[src/rtl/program_loader.sv]
// Byte-stream loader that writes instruction memory, data memory and register file words.
// Define LOADER_CHECKSUM_EN to require a trailing XOR checksum byte per frame.
module program_loader #(
    parameter int WORD_WIDTH = 32,
    parameter int ADDR_WIDTH = 8
) (
    input  logic                  clock,
    input  logic                  reset,
    input  logic [7:0]            in_data,
    input  logic                  in_valid,
    output logic                  in_ready,
    output logic                  wr_en,
    output logic [1:0]            wr_target,
    output logic [ADDR_WIDTH-1:0] wr_addr,
    output logic [WORD_WIDTH-1:0] wr_data,
    output logic                  core_hold,
    output logic                  done,
    output logic                  error
);

    localparam int         BYTES  = WORD_WIDTH / 8;
    localparam logic [7:0] HEADER = 8'hA5;
    localparam logic [7:0] LAST_BYTE = 8'(BYTES - 1);

    typedef enum logic [2:0] {
        S_IDLE, S_TARGET, S_ADDR, S_COUNT, S_DATA, S_CHECK, S_DONE
    } state_t;

    state_t                  state;
    logic [1:0]              tgt;
    logic [ADDR_WIDTH-1:0]   addr_cnt;
    logic [8:0]              remaining;
    logic [7:0]              byte_cnt;
    logic [WORD_WIDTH-1:0]   word_sr;
    logic                    accept;
`ifdef LOADER_CHECKSUM_EN
    logic [7:0]              csum;
`endif

    assign accept = in_valid && in_ready;

    // Little-endian assembly: each new byte enters at the top and earlier bytes move down.
    function automatic logic [WORD_WIDTH-1:0] shift_in(input logic [WORD_WIDTH-1:0] sr,
                                                       input logic [7:0] b);
        logic [WORD_WIDTH+7:0] tmp;
        tmp = {b, sr};
        return tmp[WORD_WIDTH+7:8];
    endfunction

    always_ff @(posedge clock or negedge reset) begin
        if (!reset) begin
            state     <= S_IDLE;
            in_ready  <= 1'b0;
            wr_en     <= 1'b0;
            wr_target <= '0;
            wr_addr   <= '0;
            wr_data   <= '0;
            core_hold <= 1'b0;
            done      <= 1'b0;
            error     <= 1'b0;
            tgt       <= '0;
            addr_cnt  <= '0;
            remaining <= '0;
            byte_cnt  <= '0;
            word_sr   <= '0;
`ifdef LOADER_CHECKSUM_EN
            csum      <= '0;
`endif
        end else begin
            wr_en    <= 1'b0;
            done     <= 1'b0;
            error    <= 1'b0;
            in_ready <= 1'b1;
            case (state)
                S_IDLE: begin
                    // core_hold may still be high here for the error-pulse cycle; it drops next.
                    if (accept && in_data == HEADER) begin
                        state     <= S_TARGET;
                        core_hold <= 1'b1;
`ifdef LOADER_CHECKSUM_EN
                        csum      <= '0;
`endif
                    end else begin
                        core_hold <= 1'b0;
                    end
                end
                S_TARGET: if (accept) begin
                    if (in_data >= 8'd3) begin
                        error <= 1'b1;
                        state <= S_IDLE;
                    end else begin
                        tgt   <= in_data[1:0];
                        state <= S_ADDR;
`ifdef LOADER_CHECKSUM_EN
                        csum  <= csum ^ in_data;
`endif
                    end
                end
                S_ADDR: if (accept) begin
                    addr_cnt <= in_data[ADDR_WIDTH-1:0];
                    state    <= S_COUNT;
`ifdef LOADER_CHECKSUM_EN
                    csum     <= csum ^ in_data;
`endif
                end
                S_COUNT: if (accept) begin
                    remaining <= (in_data == 8'd0) ? 9'd256 : {1'b0, in_data};
                    byte_cnt  <= '0;
                    state     <= S_DATA;
`ifdef LOADER_CHECKSUM_EN
                    csum      <= csum ^ in_data;
`endif
                end
                S_DATA: if (accept) begin
`ifdef LOADER_CHECKSUM_EN
                    csum <= csum ^ in_data;
`endif
                    word_sr <= shift_in(word_sr, in_data);
                    if (byte_cnt == LAST_BYTE) begin
                        byte_cnt  <= '0;
                        wr_en     <= 1'b1;
                        wr_data   <= shift_in(word_sr, in_data);
                        wr_addr   <= addr_cnt;
                        wr_target <= tgt;
                        addr_cnt  <= addr_cnt + 1'b1;
                        remaining <= remaining - 9'd1;
                        if (remaining == 9'd1) begin
`ifdef LOADER_CHECKSUM_EN
                            state    <= S_CHECK;
`else
                            state    <= S_DONE;
                            done     <= 1'b1;
                            in_ready <= 1'b0;
`endif
                        end
                    end else begin
                        byte_cnt <= byte_cnt + 8'd1;
                    end
                end
                S_CHECK: begin
`ifdef LOADER_CHECKSUM_EN
                    if (accept) begin
                        if (in_data == csum) begin
                            state    <= S_DONE;
                            done     <= 1'b1;
                            in_ready <= 1'b0;
                        end else begin
                            error <= 1'b1;
                            state <= S_IDLE;
                        end
                    end
`else
                    state <= S_IDLE;
`endif
                end
                S_DONE: begin
                    state     <= S_IDLE;
                    core_hold <= 1'b0;
                end
                default: state <= S_IDLE;
            endcase
        end
    end

endmodule

[config.mk]
export PLATFORM = sky130hd
export DESIGN_NAME = program_loader
export DESIGN_NICKNAME = d
export VERILOG_FILES = /design/src/rtl/program_loader.sv
export SDC_FILE = /design/constraint.sdc
export NUM_CORES = 1
export LEC_CHECK = 0
export ABC_AREA = 1
export CAP_MARGIN = 20
export CORE_MARGIN = 4
export CORE_UTILIZATION = 35
export CTS_BUF_LIST = sky130_fd_sc_hd__clkbuf_4 sky130_fd_sc_hd__clkbuf_8
export CTS_CLUSTER_DIAMETER = 50
export DETAILED_ROUTE_END_ITERATION = 8
export SLEW_MARGIN = 20
export SYNTH_ARGS = -nofsm -noshare
export SYNTH_HDL_FRONTEND = slang
export SYNTH_SLANG_ARGS = --single-unit
[constraint.sdc]
create_clock -name clock -period 1.9 [get_ports clock]
set_input_delay 0.285 -clock clock [delete_from_list [all_inputs] [get_ports clock]]
set_output_delay 0.285 -clock clock [all_outputs]
set_load 0.05 [all_outputs]
---- Word level (Yosys, flattened, before mapping) ----
Index checks and enable logic that the tools add are counted.
storage, ports and cells
  bits in registers ....................... 109
  input bits .............................. 11
  output and inout bits ................... 47
  word-level logic and storage cells ...... 86
cells by class
  $add $sub $neg .......................... 3
  magnitude comparators ................... 1
  equal/unequal tests ..................... 15
  muxes and demuxes ....................... 38
  bitwise gates (word level) .............. 1
  reductions and logical operators ........ 14
operator list
  operator                                                           number
  two-way mux 8 bit                                                  6
  two-way mux 9 bit                                                  4
  case mux 8 bit (2 select lines)                                    2
  two-way mux 3 bit                                                  7
  case mux 9 bit (2 select lines)                                    1
  adder 8 x 1 -> 8 bit, second input constant                        2
  two-way mux 1 bit                                                  15
  case mux 3 bit (5 select lines)                                    1
  != test 2 bit, second input constant                               7
  == test 9 x 1 -> 1 bit, second input constant                      1
  AND reduction 3 bit                                                3
  subtractor 9 x 1 -> 9 bit, second input constant                   1
  == test 8 x 2 -> 1 bit, second input constant                      1
  == test 8 bit, second input constant                               1
  greater-or-equal comparator 8 x 2 -> 1 bit, second input constant  1
  logical NOT 8 bit                                                  1
  AND reduction 4 bit                                                2
  AND reduction 7 bit                                                1
  == test 3 x 2 -> 1 bit, second input constant                      2
  == test 3 bit, second input constant                               2
  nonzero test 2 bit                                                 3
  == test 3 x 1 -> 1 bit, second input constant                      1
  logical NOT 3 bit                                                  1
  logical AND 1 bit                                                  2
  other kinds (4)                                                    4

---- Longest topological paths before layout ----
  word-level depth ........................ 5
  mapped depth ............................ 11
  depth with buffers taken out ............ 11

---- Worst setup path before layout ----
OpenSTA, ideal clock, no wires.
  path type ............................... reg-to-reg
  start ................................... register in_ready
  end ..................................... register wr_addr[7]
  setup time .............................. 0.122 ns
  arrival time ............................ 1.582 ns
  setup slack ............................. 0.196 ns
  cell stages (with the launch flop) ...... 8
  path buffers ............................ 2
  period minus slack after synthesis ...... 1.704 ns
  path through ............................ dfrtp_1 nand2_1 nor2_8 nand2_2 buf_6 buf_2 nand2_1 o21ai_1
between the ends
  word-level cells in the longest chain between the ends .. 2
ends and longest elaborated chain
  element                               line  text
  from (decl)                           11    output logic in_ready,
  from (signal assigned)                53    in_ready <= 1'b0;
  from (signal assigned)                73    in_ready <= 1'b1;
  from (signal assigned)                133   in_ready <= 1'b0;
  logical AND 1 bit                     40    assign accept = in_valid && in_ready;
  AND reduction 3 bit (no source line)  --
  to (signal assigned)                  123   wr_addr <= addr_cnt;
  to (decl)                             14    output logic [ADDR_WIDTH-1:0] wr_addr,
No other way between the ends.
A chain may end at the register's enable or synchronous reset.

---- Final worst setup path ----
  start ................................... register wr_data[26]
  end ..................................... output wr_data[26]
RTL lines
  element                 line  text
  from (decl)             15    output logic [WORD_WIDTH-1:0] wr_data,
  from (signal assigned)  122   wr_data <= shift_in(word_sr, in_data);
No word-level cell between the ends.

==> results by stage <==
Setup path:
- In this run the number of cells on the critical path is 1.
- The worst setup path is of the flip-flop to output pin kind.
- The data required time at the worst endpoint is 1620 ps.
- The worst setup path is launched from a flip-flop.
- The category of cells accounting for the largest share of critical-path delay is buffers and inverters.
- Traced cell by cell, the critical path runs through clkdlybuf4s50_1.
- Data on the critical path arrives at its endpoint at 1570 ps.
- Along the worst path, the maximum fanout reaches 2.
- The worst setup path is captured at an output pin.
- For the worst flop-to-flop path, the logic depth is 8.
- The buffers plus inverters on the worst setup path is 1.
- The cell with the biggest individual delay on the critical path is clkdlybuf4s50_1.
- The longest individual stage delay on the worst path is 820 ps.

Die:
- From bottom edge to top edge, the die measures 122.5 um.
- The number of ports placed on the die boundary is 58.
- The initialized floorplan defines 41 standard-cell rows.
- The floorplan step defined a die boundary enclosing 15000 um^2.
- Once the floorplan was initialized, standard cells occupied 36.04% of the core.
- In this run the standard cell core region covers 12720 um^2.
- From left edge to right edge, the die measures 122.5 um.

Cells and area:
- The finished layout holds 801 standard cells, fillers aside.
- The proportion of layout cells with a drive suffix above 1 is 6.995%.
- Leaving out fill and tap cells, the most frequent cell in the layout is nand2_1.
- Compared with the post-synthesis result, the final layout area differs by 23.06%.
- The core utilization of the finished layout is 44.35%.
- The number of nets in the finished design is 639.
- After filler insertion, the fill cell instance count of the layout stands at 1300.
- The number of antenna diodes is 0.
- The library cells used most frequently in the layout, excluding fill and tap cells, are nand2_1, dfrtp_1, inv_1.

CTS:
- For the worst-skew pair, the clock arrives at the later sink with an insertion delay of 370 ps.
- The level count of the clock H-tree is 3.
- The number of setup buffers added after CTS is 0.
- The number of CTS-inserted buffers is 9.
- The maximum buffer depth of the clock tree is 2.
- After clock tree synthesis, the clock-pin slew on the worst setup and hold paths is 110 ps.
- The CTS tree is built.
- The tree built by TritonCTS fans out to 101 sinks.
- The master cell of the clock root buffer is clkbuf_8.

Placed design:
- Counting tap cells, the placed design contains a total of 784 instances.
- The number of buffers inserted by port buffering is 57.
- The weighted congestion reported at the end of routability-driven placement is 0.8373.
- The half-perimeter wire length after detailed placement is 7567 um.

Power:
- The static leakage is 2.901 nW.
- The maximum vdd ir drop is 0.0003393 V.
- In this run the power density over the cells is 899.2 nW/um^2.

Synthesis:
- The part of the Yosys area used for sequential elements is 55.12%.
- A synthesized cell averages 8.233 um^2.
- The flip-flop and latch count after synthesis is 101.
- The number of unique standard cell types used by synthesis is 26.
- The net count after synthesis is 572.
- Synthesis produced 557 cells.
- The number of synthesis warnings is 0.
- The mapped netlist covers 4586 um^2.

Timing:
- The final number of hold-violating endpoints came to 0.
- The post-route clock period utilization is 97.75%.
- Setup total negative slack on the finished layout was measured at 0 ps.
- The final number of max-transition violations is 0.
- Setup violations remaining at the end of the flow were counted as 0.
- The minimum hold slack is 449.1 ps.
- The clock arrives with 12.44 ps of skew.
- For this run, the top clock speed supported by timing is 538.5 MHz.
- The worst slew slack as a fraction of its limit is 62.45%.
- After layout, the minimum clock period comes to 1857 ps.
- Setup repair after global routing left no endpoint under its margin.
- The slew at the pin closest to its max-slew limit is 563.2 ps.

Routing:
- In the routed design, unresolved DRC markers number 0.
- The number of routed nets with antenna violations is 0.
- The number of DRC markers after the initial detailed-route iteration is 293.
- The final layout contains routed wiring with a total length of 10330 um.
- The first TritonRoute pass finished after 5 iterations.
- The wire length per cell after detailed routing is 12.90 um.
- The routed layout has 3717 vias.
- Dividing the detail-routed via count by the number of cells gives 4.640.

Run:
- Max-cap violations in this run came to 0.

Global route:
- The total congestion overflow is 0.
- The number of antenna violations at the first check in global routing is 0.
- The first global-routing pass estimated 17460 um of wire.
- The global routing usage summed across all routing layers is 14.64%.
- The number of global-route vias before repair was 3547.
- Entering global routing, the biggest net connects 49 pins.

Status:
- The flow ran to the end, and the final reports show no timing, DRC or antenna violations.

Worst hold path:
- The path class of the tightest hold or removal check is input pin to async pin.
layer usage:
layer  part of all wire, %  track usage [%]  wire length (um)  vias up
met3                   4.0            2.028               409       20
met2                    48            23.46              4917       82
met4                   2.2            5.948               231        0
met5                     0                0                 0        -
met1                    46            20.07              4771     1726
li1                      -                -                 -     1889
worst paths after layout:
| check | slack [ps] | to | start |
|---|---|---|---|
| hold reg to reg | 490 | wr_data[27] | wr_data[27] |
| setup / recovery | 40 | wr_data[26] | wr_data[26] |
| max in group asynchronous | 860 | wr_addr[0] | reset |
| min in group clock | 490 | wr_data[27] | wr_data[27] |
| hold / removal | 450 | wr_data[4] | reset |
| setup reg to reg | 150 | remaining[0] | byte_cnt[0] |
sequential cells by signal, summed over array words and instances (netlist names), 2 cells and up:
signal	flops
addr_cnt	8
tgt	2
wr_data	32
wr_target	2
byte_cnt	8
wr_addr	8
word_sr	24
remaining	9
state	3
power by group:
group          leakage [nW]  internal (mW)  total, mW  switching, mW
Clock                 0.109          0.660       1.43          0.773
Sequential             1.20           2.47       2.70          0.227
Combinational          1.59          0.330      0.944          0.614
synthesized netlist by cell type (all sizes together):
cell type	instances	area, um^2
xor2	1	8.760
a21oi	4	20.02
o22ai	3	18.77
nand4	1	6.260
nor3	5	25.02
xnor2	2	17.52
nand3	29	145.1
o31ai	1	7.510
ha	4	50.05
inv	67	251.5
o21bai	1	7.510
o21ai	89	445.4
dfrtp	101	2527
nand2	186	713.2
clkbuf	3	11.26
a21boi	1	7.510
buf	17	136.4
nor2	42	186.4
timing repair:
| item | in CTS | in global routing |
|---|---|---|
| resized for setup | 0 | 4 |
| hold endpoints to repair | 40 | 0 |
| endpoints found under the setup margin | 0 | 4 |
| hold buffers | 1 | 0 |
area by class of cell:
cell class	instances	area [um^2]	share of cell area, %
timing repair buffer	76	783.3	13.88
multi-input combinational	369	1659	29.40
sequential	101	2527	44.79
inverter	67	251.5	4.457
tap	172	215.2	3.814
clock inverter	6	68.82	1.220
clock buffer	10	137.6	2.439
logic make-up (layout without fill, tap and decap cells):
logic type               after synthesis  after routing  synth area share, %
AO/OA/AOI/OAI                         99             99                11.05
XOR/XNOR                               3              3               0.5731
adder cells (fa/ha/maj)                4              4                1.091
buffers and inverters                 87            159                8.704
flip-flops                           101            101                55.12
AND/OR/NAND/NOR                      263            263                23.47
metrics by stage:
stage	cell area, um^2	power (mW)	setup WS (ps)
finish	5643	5.074	42.84
global route	5643	5.420	1.245
CTS	5633	5.125	10.89
detailed placement	5416	3.685	18.31
global placement	5416	3.658	49.28
floorplan	4586	3.347	196.0
Note: power is estimated with default switching activity, not from simulation.
